--- config.mk ---
export PLATFORM = sky130hd
export DESIGN_NAME = bp_cac_coh_concentrator
export DESIGN_NICKNAME = d
export VERILOG_FILES = /design/src/rtl/bp_cac_coh_concentrator.sv
export SDC_FILE = /design/constraint.sdc
export NUM_CORES = 1
export LEC_CHECK = 0
export ABC_CLOCK_PERIOD_IN_PS = 18900
export BUFFER_PORTS_ARGS = -buffer_cell sky130_fd_sc_hd__buf_2
export CAP_MARGIN = 10
export CORE_AREA = 3 3 255 257
export DETAILED_ROUTE_END_ITERATION = 12
export DIE_AREA = 0 0 258 260
export SYNTH_ARGS = -nofsm -noshare
export SYNTH_HDL_FRONTEND = slang
export SYNTH_SLANG_ARGS = --single-unit
--- constraint.sdc ---
create_clock -name coh_clk_i -period 18.9 [get_ports coh_clk_i]
set_clock_uncertainty 0.2 [all_clocks]
set_input_delay 1.89 -clock coh_clk_i [delete_from_list [all_inputs] [get_ports coh_clk_i]]
set_output_delay 1.89 -clock coh_clk_i [all_outputs]
set_load 0.01 [all_outputs]
--- src/rtl/bp_cac_coh_concentrator.sv ---
// N:1 coherence-link concentrator: packet-atomic round-robin merge of client
// flits onto one wormhole link, and client-id steering of inbound packets.
module bp_cac_coh_concentrator #(
  parameter int num_in_p     = 4,
  parameter int flit_width_p = 64,
  parameter int len_offset_p = 0,
  parameter int len_width_p  = 4,
  parameter int cid_offset_p = 8,
  parameter int cid_width_p  = $clog2(num_in_p)
) (
  input  logic                             coh_clk_i,
  input  logic                             coh_reset_i,

  input  logic [num_in_p*flit_width_p-1:0] in_data_i,
  input  logic [num_in_p-1:0]              in_v_i,
  output logic [num_in_p-1:0]              in_ready_and_o,

  output logic [flit_width_p-1:0]          out_data_o,
  output logic                             out_v_o,
  input  logic                             out_ready_and_i,

  input  logic [flit_width_p-1:0]          ret_data_i,
  input  logic                             ret_v_i,
  output logic                             ret_ready_and_o,

  output logic [num_in_p*flit_width_p-1:0] ret_data_o,
  output logic [num_in_p-1:0]              ret_v_o,
  input  logic [num_in_p-1:0]              ret_ready_and_i,
  output logic                             ret_drop_o
);

  localparam int          idx_w_lp = $clog2(num_in_p);
  localparam int unsigned n_lp     = num_in_p;

  typedef logic [idx_w_lp-1:0]    idx_t;
  typedef logic [len_width_p-1:0] len_t;

  typedef enum logic [1:0] {O_IDLE, O_HOLD, O_BODY} o_state_e;
  typedef enum logic [1:0] {R_IDLE, R_BODY, R_DROP} r_state_e;

  // ---------------------------------------------------------------------------
  // Per-client 2-entry FIFOs; entry 0 is always the head
  // ---------------------------------------------------------------------------
  logic [flit_width_p-1:0] fifo_mem_q [num_in_p][2];
  logic [flit_width_p-1:0] fifo_mem_d [num_in_p][2];
  logic [1:0]              fifo_cnt_q [num_in_p];
  logic [1:0]              fifo_cnt_d [num_in_p];
  logic [num_in_p-1:0]     head_v;
  logic [num_in_p-1:0]     enq;
  logic [num_in_p-1:0]     deq;

  always_comb begin
    fifo_mem_d = fifo_mem_q;
    fifo_cnt_d = fifo_cnt_q;
    for (int unsigned i = 0; i < n_lp; i++) begin
      head_v[i]         = (fifo_cnt_q[i] != 2'd0);
      in_ready_and_o[i] = (fifo_cnt_q[i] != 2'd2) & ~coh_reset_i;
      enq[i]            = in_v_i[i] & in_ready_and_o[i];
      if (deq[i]) begin
        fifo_mem_d[i][0] = fifo_mem_q[i][1];
        fifo_cnt_d[i]    = fifo_cnt_q[i] - 2'd1;
      end
      // Write lands in the first free slot after any same-cycle dequeue.
      if (enq[i]) begin
        if (fifo_cnt_d[i] == 2'd0) fifo_mem_d[i][0] = in_data_i[i*flit_width_p +: flit_width_p];
        else                       fifo_mem_d[i][1] = in_data_i[i*flit_width_p +: flit_width_p];
        fifo_cnt_d[i] = fifo_cnt_d[i] + 2'd1;
      end
    end
  end

  always_ff @(posedge coh_clk_i) begin
    fifo_mem_q <= fifo_mem_d;
    if (coh_reset_i) begin
      for (int unsigned i = 0; i < n_lp; i++) fifo_cnt_q[i] <= '0;
    end else begin
      fifo_cnt_q <= fifo_cnt_d;
    end
  end

  // ---------------------------------------------------------------------------
  // Outbound arbitration
  // ---------------------------------------------------------------------------
  o_state_e o_state_q, o_state_d;
  idx_t     rr_q, rr_d;
  idx_t     lock_q, lock_d;
  len_t     cnt_q, cnt_d;
  idx_t     win;
  logic     any_v;
  logic     found;
  idx_t     sel;
  logic     out_hs;
  len_t     hdr_len;
  logic [flit_width_p-1:0] head_data;

  always_comb begin
    win   = rr_q;
    found = 1'b0;
    any_v = |head_v;
    for (int unsigned k = 1; k <= n_lp; k++) begin
      idx_t cand;
      cand = idx_t'((32'(rr_q) + k) % n_lp);
      if (!found && head_v[cand]) begin
        found = 1'b1;
        win   = cand;
      end
    end
  end

  always_comb begin
    o_state_d = o_state_q;
    rr_d      = rr_q;
    lock_d    = lock_q;
    cnt_d     = cnt_q;
    deq       = '0;

    sel        = (o_state_q == O_IDLE) ? win : lock_q;
    head_data  = fifo_mem_q[sel][0];
    out_data_o = head_data;
    out_v_o    = (o_state_q == O_IDLE) ? any_v : head_v[sel];
    out_hs     = out_v_o & out_ready_and_i;
    hdr_len    = head_data[len_offset_p +: len_width_p];
    if (out_hs) deq[sel] = 1'b1;

    unique case (o_state_q)
      O_IDLE: begin
        if (any_v) begin
          lock_d = win;
          if (out_hs) begin
            cnt_d = hdr_len;
            if (hdr_len == '0) rr_d = win;
            else               o_state_d = O_BODY;
          end else begin
            o_state_d = O_HOLD;
          end
        end
      end
      O_HOLD: begin
        if (out_hs) begin
          cnt_d = hdr_len;
          if (hdr_len == '0) begin
            rr_d      = lock_q;
            o_state_d = O_IDLE;
          end else begin
            o_state_d = O_BODY;
          end
        end
      end
      O_BODY: begin
        if (out_hs) begin
          cnt_d = cnt_q - len_t'(1);
          if (cnt_q == len_t'(1)) begin
            rr_d      = lock_q;
            o_state_d = O_IDLE;
          end
        end
      end
      default: o_state_d = O_IDLE;
    endcase
  end

  always_ff @(posedge coh_clk_i) begin
    if (coh_reset_i) begin
      o_state_q <= O_IDLE;
      rr_q      <= idx_t'(num_in_p - 1);
      lock_q    <= '0;
      cnt_q     <= '0;
    end else begin
      o_state_q <= o_state_d;
      rr_q      <= rr_d;
      lock_q    <= lock_d;
      cnt_q     <= cnt_d;
    end
  end

  // ---------------------------------------------------------------------------
  // Inbound steering (combinational data path)
  // ---------------------------------------------------------------------------
  r_state_e r_state_q, r_state_d;
  idx_t     r_dest_q, r_dest_d;
  len_t     r_cnt_q, r_cnt_d;
  logic [cid_width_p-1:0] ret_cid;
  len_t     ret_len;
  logic     cid_legal;
  idx_t     cid_idx;
  logic     ret_hs;

  assign ret_data_o = {num_in_p{ret_data_i}};

  always_comb begin
    r_state_d       = r_state_q;
    r_dest_d        = r_dest_q;
    r_cnt_d         = r_cnt_q;
    ret_v_o         = '0;
    ret_ready_and_o = 1'b0;
    ret_drop_o      = 1'b0;

    ret_cid   = ret_data_i[cid_offset_p +: cid_width_p];
    ret_len   = ret_data_i[len_offset_p +: len_width_p];
    cid_legal = (32'(ret_cid) < n_lp);
    cid_idx   = idx_t'(ret_cid);

    unique case (r_state_q)
      R_IDLE: begin
        if (cid_legal) begin
          ret_v_o[cid_idx] = ret_v_i;
          ret_ready_and_o  = ret_ready_and_i[cid_idx];
        end else begin
          ret_ready_and_o = 1'b1;
          ret_drop_o      = ret_v_i;
        end
        ret_hs = ret_v_i & ret_ready_and_o;
        if (ret_hs && ret_len != '0) begin
          r_cnt_d   = ret_len;
          r_dest_d  = cid_idx;
          r_state_d = cid_legal ? R_BODY : R_DROP;
        end
      end
      R_BODY, R_DROP: begin
        if (r_state_q == R_BODY) begin
          ret_v_o[r_dest_q] = ret_v_i;
          ret_ready_and_o   = ret_ready_and_i[r_dest_q];
        end else begin
          ret_ready_and_o = 1'b1;
        end
        ret_hs = ret_v_i & ret_ready_and_o;
        if (ret_hs) begin
          r_cnt_d = r_cnt_q - len_t'(1);
          if (r_cnt_q == len_t'(1)) r_state_d = R_IDLE;
        end
      end
      default: begin
        ret_hs    = 1'b0;
        r_state_d = R_IDLE;
      end
    endcase
  end

  always_ff @(posedge coh_clk_i) begin
    if (coh_reset_i) begin
      r_state_q <= R_IDLE;
      r_dest_q  <= '0;
      r_cnt_q   <= '0;
    end else begin
      r_state_q <= r_state_d;
      r_dest_q  <= r_dest_d;
      r_cnt_q   <= r_cnt_d;
    end
  end

endmodule

**After elaboration in Yosys (flattened, before gate mapping)**

Index checks and enable logic that the tools add are counted.

- Magnitude comparators: 11
- Shift operators: 0
- Eq/ne operators: 21
- Bitwise logic cells: 19
- Reduce and logical (&&, ||, !) cells: 37
- $add $sub $neg: 14
- Div/mod/pow operators: 0
- Multiplexer cells: 90
- $mul: 0

Operators by type and width:

| cell | number |
|---|---|
| two-way mux 128 bit | 6 |
| two-way mux 64 bit | 12 |
| binary-select mux 128 bit (select 2 bit) | 1 |
| two-way mux 2 bit | 30 |
| two-way mux 4 bit | 7 |
| inequality test 2 bit, second input constant | 13 |
| < comparator 2 x 3 -> 1 bit, second input constant | 7 |
| two-way mux 1 bit | 17 |
| case mux 4 bit (2 select lines) | 2 |
| binary-select mux 1 bit (select 2 bit) | 7 |
| adder 2 x 1 -> 2 bit, second input constant | 6 |
| logical NOT 2 bit | 6 |
| case mux 2 bit (3 select lines) | 2 |
| case mux 4 bit (3 select lines) | 1 |
| AND reduction 2 bit | 6 |
| bitwise AND 1 bit | 11 |
| nonzero test 2 bit | 5 |
| AND reduction 3 bit | 3 |
| bitwise AND 4 bit | 2 |
| == test 4 x 1 -> 1 bit, second input constant | 2 |
| AND reduction 8 bit | 1 |
| subtractor 2 x 1 -> 2 bit, second input constant | 4 |
| subtractor 4 x 1 -> 4 bit, second input constant | 2 |
| logical AND 1 bit | 7 |
| 19 further kinds | 32 |

- Latch bits: 0
- Flip-flop bits (word level): 538
- Output and inout port bits: 331
- RAM bits: 0
- Logic and storage cells: 211
- Memories kept: 0
- ROM bits: 0

**Logic depth before layout (Yosys ltp)**

Gate-level depths: netlist of the first run.

- Word-level depth: 23
- Depth in mapped cells: 19

**Worst setup path after synthesis of the first run**

OpenSTA, ideal clock, no wires.

- Path kind: input to register
- Start point: input port out_ready_and_i
- End point: register fifo_mem_q[256] in the netlist's numbering, enable pin
- Library setup time: 565 ps
- Required time: 18135 ps
- Arrival: 7589 ps
- Slack: 10545 ps
- Buffers on the path: 2
- Cell stages on the path: 8
- Cell sequence: inv_1 > nor4_1 > nor2b_1 > clkbuf_1 > buf_1 > xnor2_1 > ha_1 > nor3_1

- Cells in the longest elaborated chain, start to end: 6

Ends and longest elaborated chain:

| item | RTL line | RTL |
|---|---|---|
| start: declaration | 20 | `input logic out_ready_and_i,` |
| bitwise AND 1 bit | 121 | `out_hs = out_v_o & out_ready_and_i;` |
| two-way mux 4 bit | 123 | `if (out_hs) deq[sel] = 1'b1;` |
| two-way mux 2 bit | 59 | `if (deq[i]) begin` |
| logical NOT 2 bit | 65 | `if (fifo_cnt_d[i] == 2'd0) fifo_mem_d[i][0] = in_data_i[i*flit_width_p +: flit_width_p];` |
| NOT 1 bit (no source line) | n/a |  |
| AND reduction 2 bit (no source line) | n/a |  |
| end signal: assignment | 73 | `fifo_mem_q <= fifo_mem_d;` |
| end: declaration | 44 | `logic [flit_width_p-1:0] fifo_mem_q [num_in_p][2];` |

No other way between the ends.
A chain may end at the register's enable or synchronous reset.

**Final worst setup path of the first run**

- Start point: register o_state_q[1]
- End point: output port out_data_o[6]

- Cells in the longest elaborated chain, start to end: 6

Ends and longest elaborated chain:

| item | RTL line | RTL |
|---|---|---|
| start: declaration | 84 | `o_state_e o_state_q, o_state_d;` |
| start signal: assignment | 169 | `o_state_q <= o_state_d;` |
| logical NOT 2 bit | 117 | `sel = (o_state_q == O_IDLE) ? win : lock_q;` |
| two-way mux 2 bit | 117 |  |
| NOT 2 -> 3 bit (implied by the code) | 118 | `head_data = fifo_mem_q[sel][0];` |
| binary-select mux 128 bit (select 2 bit) | 118 |  |
| two-way mux 128 bit (implied by the code) (2 in series) | 118 |  |
| end: declaration | 18 | `output logic [flit_width_p-1:0] out_data_o,` |

No other way between the ends. The select of a mux whose other input is x is not followed.

==> results of run 1 <==
## layout make-up
| class | instances | area (um^2) | share of cell area |
|---|---|---|---|
| Inverter | 28 | 106 | 0.00402 |
| Timing Repair Buffer | 390 | 2000 | 0.0755 |
| Clock buffer | 80 | 1620 | 0.0610 |
| Multi-Input combinational cell | 1081 | 8040 | 0.304 |
| Sequential cell | 537 | 13300 | 0.503 |
| Antenna cell | 21 | 52.6 | 0.00198 |
| Clock inverter | 24 | 297 | 0.0112 |
| Tap cell | 846 | 1060 | 0.0400 |
## cells by family (layout without fill, tap and decap cells)
family / count (synthesis) / after routing / share of synthesized area
flip-flops: 537 / 537 / 0.560
AO/OA/AOI/OAI: 326 / 326 / 0.0763
other: 1 / 22 / 0.000158
adder cells (fa/ha/maj): 24 / 24 / 0.0126
XOR/XNOR: 8 / 8 / 0.00295
AND/OR/NAND/NOR: 381 / 381 / 0.0671
buffers and inverters: 397 / 522 / 0.104
multiplexers: 341 / 341 / 0.177
## worst max path at each step
stage	slack, ns	endpoint	start	cells past startpoint
floorplan	10.55	fifo_mem_q[256]	out_ready_and_i	8
global placement	12.75	fifo_mem_q[160]	o_state_q[1]	14
finish	12.19	out_data_o[6]	o_state_q[1]	8
detailed placement	12.56	fifo_mem_q[160]	o_state_q[1]	14
CTS	12.14	out_data_o[6]	o_state_q[1]	8
global route	11.81	out_data_o[6]	o_state_q[1]	8
## worst max-delay path, cell delays in order (launching register included)
cell	delay, ns
sky130_fd_sc_hd__dfxtp_1	0.36
sky130_fd_sc_hd__inv_1	0.12
sky130_fd_sc_hd__ha_1	0.73
sky130_fd_sc_hd__inv_1	0.34
sky130_fd_sc_hd__nor2_1	0.20
sky130_fd_sc_hd__a211o_4	0.51
sky130_fd_sc_hd__buf_4	0.76
sky130_fd_sc_hd__mux4_2	0.70
sky130_fd_sc_hd__buf_2	0.18
## per-layer routing
metal | up-vias | part of all wire | routed length (um) | GRT usage
met5 | - | 0.0026 | 172 | 0.00512
met4 | 20 | 0.031 | 2060 | 0.0727
met3 | 161 | 0.084 | 5490 | 0.0651
met2 | 584 | 0.47 | 31000 | 0.306
met1 | 7248 | 0.41 | 26900 | 0.231
li1 | 7118 | - | - | -
## registers in the layout (all words and copies together), names as in the netlist
| signal | flops |
|---|---|
| fifo_mem_q | 512 |
| fifo_cnt_q | 8 |
| cnt_q | 4 |
| r_cnt_q | 4 |
| lock_q | 2 |
| o_state_q | 2 |
| r_dest_q | 2 |
| rr_q | 2 |
| r_state_q | 1 |
## per-stage QoR
stage	instance area [um^2]	power, uW	instances
2_1_floorplan	23800	3650	2015
3_3_place_gp	24500	4390	2882
3_5_place_dp	24500	4460	2882
4_1_cts	26400	5620	2986
5_1_grt	26500	5890	2996
6_report	26500	5550	3007
## synthesized netlist by cell type (all sizes together), types with 3 or more instances
cell / count
buf: 296
dfxtp: 281
nand2: 281
mux2i: 274
o21ai: 266
edfxtp: 256
clkbuf: 73
mux4: 62
nor2: 32
inv: 28
ha: 24
a21oi: 17
nor2b: 10
nand2b: 8
nor3: 8
nor4: 8
xnor2: 8
a211oi: 7
nand3: 7
and2: 6
and3: 6
a311oi: 5
mux2: 5
o22ai: 5
a22oi: 4
or3: 4
a21o: 3
nand4: 3
## power by group through the flow
| stage | registers, uW | logic [uW] | clock network, uW |
|---|---|---|---|
| 5_1_grt | 1930 | 2740 | 1220 |
| 2_1_floorplan | 1830 | 1810 | 0 |
| 6_report | 1890 | 2520 | 1140 |
| 4_1_cts | 1890 | 2550 | 1170 |
| 3_5_place_dp | 1910 | 2550 | 0 |
| 3_3_place_gp | 1900 | 2490 | 0 |
==> metrics.sh, run 1 <==
CRIT_FANOUT=42
WORSTPATHARRIVAL_NS=4.62
YS_FF_LATCH=537
SW_FRAC_OF_TOTAL=0.380
SYNTH.YOSYS.SEQ_AREA_SHARE=0.560
YS.WARNINGS.COUNT=0
COMBINATIONAL_CELL_FRACTION_OF_TOTAL_POWER=0.453
FINAL_CORE_UTILIZATION=0.421
SYNTH_ENABLE_FLOP_CELLS=256
HOLD_PATH.STARTPOINT='fifo_mem_q[166]'
FIRST_PASS_GRT_WIRE_LENGTH_UM=96500
CORE.ROWCOUNT=92
CTS.REPAIR.RESIZED=0
VIA_COUNT=15100
CRITICAL_PATH.REG2REG.ENDPOINT='fifo_mem_q[116]'
SYNTH_FP_NETS=2371
CTS-ROOT-BUF='sky130_fd_sc_hd__clkbuf_16'
TIMING.MAX_CAP.VIOLATIONS=0
ROUTED_WIRELENGTH_NORMALIZED_BY_INSTANCE_COUNT_UM=21.8
SYNTH_AREA_LEADERS='sky130_fd_sc_hd__edfxtp_1 (32%), sky130_fd_sc_hd__dfxtp_1 (24%), sky130_fd_sc_hd__mux2i_1 (12%), sky130_fd_sc_hd__buf_4 (8.1%), sky130_fd_sc_hd__mux4_2 (5.9%)'
DRT_PRE_ANTENNA_ITERS=5
DRT-INITIAL-DRC-COUNT=1074
ASYNC_SET_OR_RESET_REGISTER_RATIO_AFTER_SYNTHESIS=0
PLACE.GP.CONGESTION=0.820
NUMCTSBUFFERS=57
FILLERS=5941
FINAL_HOLD_VIOL_COUNT=0
POST_CTS_BUFFERS=0
FIN_TNS_SETUP_NS=0
DIE-AREA_UM2=67100
CRIT_PATH_END_KIND='primary output'
WORSTPATHREQUIRED_NS=16.81
YOSYS.AREA.TOP_TYPE='sky130_fd_sc_hd__edfxtp_1'
WORST_SLACK_NS=12.19
SYN-INSTANCE-COUNT=2015
YS_DOMINANT_REG_CELL='sky130_fd_sc_hd__dfxtp_1'
GROUTE.USAGE.OVERALL=0.189
SETUP.WORST_PATH.CLASS='register to primary output'
CORE_AREA_UM2=63000
MOSTFREQUENTLAYOUTCELL='sky130_fd_sc_hd__buf_2'
R2R_SETUP_SLACK_NS=12.54
P_SWITCHING_uW=2110
DRIVE_ABOVE_1_SHARE=0.264
GRT_START_MAX_NET_PINS=129
GRT_SETUP_UNREPAIRED='false'
TIMING_WORST_SLEW_PIN_VALUE_NS=1.26
FIRST_GLOBAL_VIAS=15200
MAXCLOCKFREQUENCY_MHz=149
DETAIL_ROUTE.DRC_VIOLATIONS=0
SYNTHTOLAYOUTAREAGROWTH_PCT=11.4
R2R_STARTPOINT='o_state_q[1]'
DIE_W_UM=258
FINAL_ANTENNA_NET_COUNT=0
CTS.HOLD.BUFFERS_ADDED=0
MOST-COMMON-LAYOUT-CELLS='sky130_fd_sc_hd__buf_2 (371), sky130_fd_sc_hd__nand2_1 (281), sky130_fd_sc_hd__dfxtp_1 (281)'
R2R_CELLS=13
START_UTIL=0.377
CTS_BUFFER_DEPTH=3
CLOCK_POWER_SHARE=0.206
FIN_WORST_HOLD_SLACK_NS=0.320
CRITICAL_PATH.STARTPOINT_TYPE='register'
LEAKAGE_POWER_uW=0.0106
FINAL-SETUP-VIOL-COUNT=0
BUFFERS_ON_PORTS=371
TIMING.HOLD.WORST_PATH_DEPTH=2
PLACE_HPWL_UM=44900
SEQPWRFRAC=0.340
MAXSLEWHEADROOM=0.158
SYNTH.AVG_CELL_AREA_UM2=11.8
P_INT_uW=3440
CTS.SINK_COUNT=537
CLASS_OF_THE_TIGHTEST_HOLD_OR_REMOVAL_CHECK='register to register'
HTREE_LEVELS=2
FIN_CRIT_SH=0.355
YOSYSUNIQUECELLTYPES=55
TIMING.HOLD.WORST_ENDPOINT='fifo_mem_q[230]'
DRT-VIAS-PER-INSTANCE=5.03
RUN_STATUS='complete, no violations'
DIE-HEIGHT_UM=260
OVERFLOW=0
IRDROPWORSTVDD_uV=141
NETS=2451
ANTENNA_FOUND_INITIAL=39
CTS_TREE='built'
SYNTHESIS.AREA_UM2=23800
FINALWORSTPATHREQUIREDPERIOD_NS=6.71
YOSYSTOPAREACELLSHARE=0.323
TOP_LEVEL_PORTS=663
CLK_PIN_SLEW_NS=0.06
DRV_SLEW=0
DETAILEDPLACE.WORSTSLACK_NS=12.56
POWER.DENSITY_nW_PER_UM2=210
DRT-TOTAL-WL_UM=65700
WORSTSKEWPAIRLATENCY_NS=0.60
Note: power is estimated with default switching activity, not from simulation.
==> run 2, diff against run 1 <==
ABC_AREA = 1   (was not set)
ABC_CLOCK_PERIOD_IN_PS = 6100   (was 18900)
CORE_AREA = 3 3 257 259   (was 3 3 255 257)
DIE_AREA = 0 0 260 262   (was 0 0 258 260)
clock period = 6.1 ns   (was 18.9 ns; I/O delays follow)
==> metrics.sh, run 2 <==
CTS-ROOT-BUF='sky130_fd_sc_hd__clkbuf_16'  # unchanged
LEAKAGE_POWER_uW=0.0118  # was 0.0106 uW
YOSYSTOPAREACELLSHARE=0.318  # was 0.323
R2R_CELLS=22  # was 13
WORSTSKEWPAIRLATENCY_NS=0.62  # was 0.60 ns
YOSYS.CELL_COUNT.TOP_TYPE='sky130_fd_sc_hd__nand2_1'
ANTENNA_FOUND_INITIAL=16  # was 39
TIMING.CRITICAL_PATH.SLOWEST_CELL_DELAY_NS=0.66  # was 0.76 ns
DIE-AREA_UM2=68100  # was 67100 um^2
PLACE_HPWL_UM=60300  # was 44900 um
GRT_START_MAX_NET_PINS=115  # was 129
YS.WARNINGS.COUNT=0  # unchanged
POWER.DENSITY_nW_PER_UM2=679  # was 210 nW/um^2
FINAL-SETUP-VIOL-COUNT=0  # unchanged
TIMING.CRITICAL_PATH.MAX_DELAY_FAMILY='simple AND/OR/NAND/NOR gates'  # was buffers and inverters
POST_SYNTH_MOST_FREQUENT_CELLS='sky130_fd_sc_hd__nand2_1 (536), sky130_fd_sc_hd__dfxtp_1 (281), sky130_fd_sc_hd__buf_4 (260), sky130_fd_sc_hd__edfxtp_1 (256), sky130_fd_sc_hd__nor2_1 (218)'  # was sky130_fd_sc_hd__dfxtp_1 (281), sky130_fd_sc_hd__nand2_1 (281), sky130_fd_sc_hd__mux2i_1 (274), sky130_fd_sc_hd__o21ai_0 (265), sky130_fd_sc_hd__buf_4 (257)
DRT-VIAS-PER-INSTANCE=5.26  # was 5.03
DRT_PRE_ANTENNA_ITERS=5  # unchanged
TOTAL_POWER_uW=19700  # was 5550 uW
SYNTH.YOSYS.SEQ_AREA_SHARE=0.551  # was 0.560
FINAL_ANTENNA_NET_COUNT=0  # unchanged
CTS_BUFFER_DEPTH=3  # unchanged
R2R_STARTPOINT='rr_q[0]'  # was o_state_q[1]
MOST-COMMON-LAYOUT-CELLS='sky130_fd_sc_hd__nand2_1 (533), sky130_fd_sc_hd__buf_2 (371), sky130_fd_sc_hd__dfxtp_1 (281)'  # was sky130_fd_sc_hd__buf_2 (371), sky130_fd_sc_hd__nand2_1 (281), sky130_fd_sc_hd__dfxtp_1 (281)
CLK_PIN_SLEW_NS=0.06  # about the same
WORSTPATHARRIVAL_NS=4.50  # was 4.62 ns
TIMING.MAX_CAP.VIOLATIONS=0  # unchanged
YOSYSUNIQUECELLTYPES=44  # was 55
CTS.SINK_COUNT=537  # unchanged
FINAL_HOLD_VIOL_COUNT=0  # unchanged
ROUTED_WIRELENGTH_NORMALIZED_BY_INSTANCE_COUNT_UM=23.1  # was 21.8 um
DETAILEDPLACE.WORSTSLACK_NS=1.23  # was 12.56 ns
DIE_W_UM=260  # was 258 um
HTREE_LEVELS=2  # unchanged
TIMING.CRITICAL_PATH.FROM='rr_q[0]'  # was o_state_q[1]
DRT-TOTAL-WL_UM=88200  # was 65700 um
CRITICAL_PATH.CELL_CHAIN='inv_2 -> nand2_1 -> nand2_1 -> nand2_1 -> nand2_1 -> nand2_1 -> nand3_1 -> nand3_2 -> nand2_1 -> nor2_4 -> buf_4 -> a22oi_1 -> o211ai_1 -> buf_2'  # was inv_1 -> ha_1 -> inv_1 -> nor2_1 -> a211o_4 -> buf_4 -> mux4_2 -> buf_2
IRDROPWORSTVDD_uV=657  # was 141 uV
FIN_CRIT_SH=0.870
PATH_COMMON_CELL='sky130_fd_sc_hd__nand2_1'  # was sky130_fd_sc_hd__inv_1
CTS_TREE='built'  # unchanged
DETAIL_ROUTE.DRC_VIOLATIONS=0  # unchanged
R2R_SETUP_SLACK_NS=1.17  # was 12.54 ns
MAXSLEWHEADROOM=0.270  # was 0.158
MAXCLOCKFREQUENCY_MHz=188
DRV_SLEW=0  # unchanged
FINAL_CORE_UTILIZATION=0.452  # was 0.421
OVERFLOW=0  # unchanged
MOST_FLOP_HEAVY_REGISTER='fifo_mem_q'  # unchanged
CLASS_OF_THE_TIGHTEST_HOLD_OR_REMOVAL_CHECK='input port to register'  # was register to register
YOSYS.AREA.TOP_TYPE='sky130_fd_sc_hd__edfxtp_1'  # unchanged
LARGEST_REGISTER_FFS=512  # unchanged
FIRST_GLOBAL_VIAS=19700  # was 15.2k
MOSTFREQUENTLAYOUTCELL='sky130_fd_sc_hd__nand2_1'  # was sky130_fd_sc_hd__buf_2
SYNTHESIS.AREA_UM2=24100  # was 23800 um^2
BUFFERS_ON_PORTS=371  # unchanged
ASYNC_SET_OR_RESET_REGISTER_RATIO_AFTER_SYNTHESIS=0  # unchanged
TIMING_WORST_SLEW_PIN_VALUE_NS=1.09  # was 1.26 ns
START_UTIL=0.377  # about the same
FIN_WORST_HOLD_SLACK_NS=0.0346  # was 0.320 ns
DRIVE_ABOVE_1_SHARE=0.177  # was 0.264
CRITICAL_PATH.REG2REG.ENDPOINT='fifo_mem_q[496]'  # was fifo_mem_q[116]
YS_DOMINANT_REG_CELL='sky130_fd_sc_hd__dfxtp_1'  # unchanged
PLACE.GP.CONGESTION=0.924  # was 0.820
CRITICAL_PATH.STARTPOINT_TYPE='register'  # unchanged
CRITICAL_PATH.N_BUFFERS_INVERTERS=3  # was 4
GRT_SETUP_UNREPAIRED='false'  # unchanged
LARGESTREGISTERS='fifo_mem_q x512, fifo_cnt_q x8'  # unchanged
SYNTH.AVG_CELL_AREA_UM2=9.18  # was 11.8 um^2
WORSTPATHREQUIRED_NS=5.29  # was 16.81 ns
VIA_COUNT=20100  # was 15.1k
FIRST_PASS_GRT_WIRE_LENGTH_UM=128000  # was 96500 um
CORE.ROWCOUNT=93  # was 92
FINALWORSTPATHREQUIREDPERIOD_NS=5.31
SETUP.WORST_PATH.CLASS='register to primary output'  # unchanged
TOP_LEVEL_PORTS=663  # unchanged
SYN-INSTANCE-COUNT=2630  # was 2015
CORE_AREA_UM2=64100  # was 63000 um^2
GROUTE.USAGE.OVERALL=0.249  # was 0.189
YS_FF_LATCH=537  # unchanged
DRT-INITIAL-DRC-COUNT=1713  # was 1074
SYNTH_AREA_LEADERS='sky130_fd_sc_hd__edfxtp_1 (32%), sky130_fd_sc_hd__dfxtp_1 (23%), sky130_fd_sc_hd__nand2_1 (8.3%), sky130_fd_sc_hd__buf_4 (8.1%), sky130_fd_sc_hd__o22ai_1 (4.9%)'  # was sky130_fd_sc_hd__edfxtp_1 (32%), sky130_fd_sc_hd__dfxtp_1 (24%), sky130_fd_sc_hd__mux2i_1 (12%), sky130_fd_sc_hd__buf_4 (8.1%), sky130_fd_sc_hd__mux4_2 (5.9%)
NETS=3261  # was 2451
CRIT_PATH_TOP_DELAY_CELL='sky130_fd_sc_hd__dfxtp_1'  # was sky130_fd_sc_hd__buf_4
CRIT_FANOUT=46  # was 42
SYNTH_FP_NETS=2986  # was 2371
RUN_STATUS='complete, no violations'  # unchanged
NUMCTSBUFFERS=58  # was 57
DIE-HEIGHT_UM=262  # was 260 um
TIMING.CRITICAL_PATH.DEPTH=14  # was 8
POST_CTS_BUFFERS=0  # unchanged
CRIT_PATH_END_KIND='primary output'  # unchanged
SYNTH_ENABLE_FLOP_CELLS=256  # unchanged
SYNTHTOLAYOUTAREAGROWTH_PCT=20.0  # was 11.4%
FIN_TNS_SETUP_NS=0  # unchanged
CRITICAL_PATH.ENDPOINT='out_data_o[47]'  # was out_data_o[6]
WORST_SLACK_NS=0.792  # was 12.19 ns
FILLERS=6104  # was 5941
==> run 2: logic make-up (layout without fill, tap and decap cells) <==
kind of cell	after synthesis	count (layout)	synth area share
simple gates	819	819	0.135
compound gates	684	684	0.166
buf+inv	561	886	0.134
flops	537	537	0.551
mux	4	4	0.00166
fa+ha+maj	24	24	0.0124
other cells	1	13	0.000155
==> run 2: repair_timing <==
item	in CTS	in global routing
endpoints found under the hold margin	337	0
gates resized for setup	0	0
hold buffers	228	0
==> run 2: final cells by class <==
class	count	area (um^2)	share of cell area
Clock buffer	84	1630	0.0563
Clock inverter	26	264	0.00911
Timing Repair Buffer	628	4410	0.152
Multi-Input combinational cell	1532	7710	0.266
Inverter	148	556	0.0192
Sequential cell	537	13300	0.459
Antenna cell	12	30.0	0.00104
Tap cell	855	1070	0.0369
==> run 2: per-layer routing <==
layer | part of all wire | up-vias | global-route usage | wire (um)
li1 | - | 9352 | - | -
met1 | 0.37 | 9554 | 0.289 | 32800
met2 | 0.49 | 1018 | 0.426 | 42800
met3 | 0.096 | 180 | 0.0767 | 8440
met4 | 0.047 | 4 | 0.108 | 4170
met5 | 0.00016 | - | 0.00427 | 14
==> run 2: metrics by stage <==
stage | instance area [um^2] | instances
6_report | 29000 | 3822
5_1_grt | 29000 | 3817
4_1_cts | 28900 | 3810
3_5_place_dp | 24800 | 3472
3_3_place_gp | 24800 | 3472
2_1_floorplan | 24100 | 2630
==> run 2: worst min-delay path by stage <==
stage | endpoint | cells past startpoint | start
after floorplan | lock_q[1] | 2 | lock_q[1]
after global placement | lock_q[1] | 2 | lock_q[1]
after detailed placement | lock_q[1] | 2 | lock_q[1]
after CTS | fifo_mem_q[399] | 1 | in_data_i[15]
after global routing | fifo_mem_q[26] | 1 | in_data_i[218]
final | fifo_mem_q[26] | 1 | in_data_i[218]
==> run 2: report_power, final <==
group | leakage, uW | switching [uW] | internal (uW) | total, uW
sequential | 0.00470 | 662 | 5330 | 5990
clock | 0.000917 | 1470 | 2030 | 3500
combinational | 0.00620 | 7050 | 3130 | 10200
total | 0.0118 | 9180 | 10500 | 19700
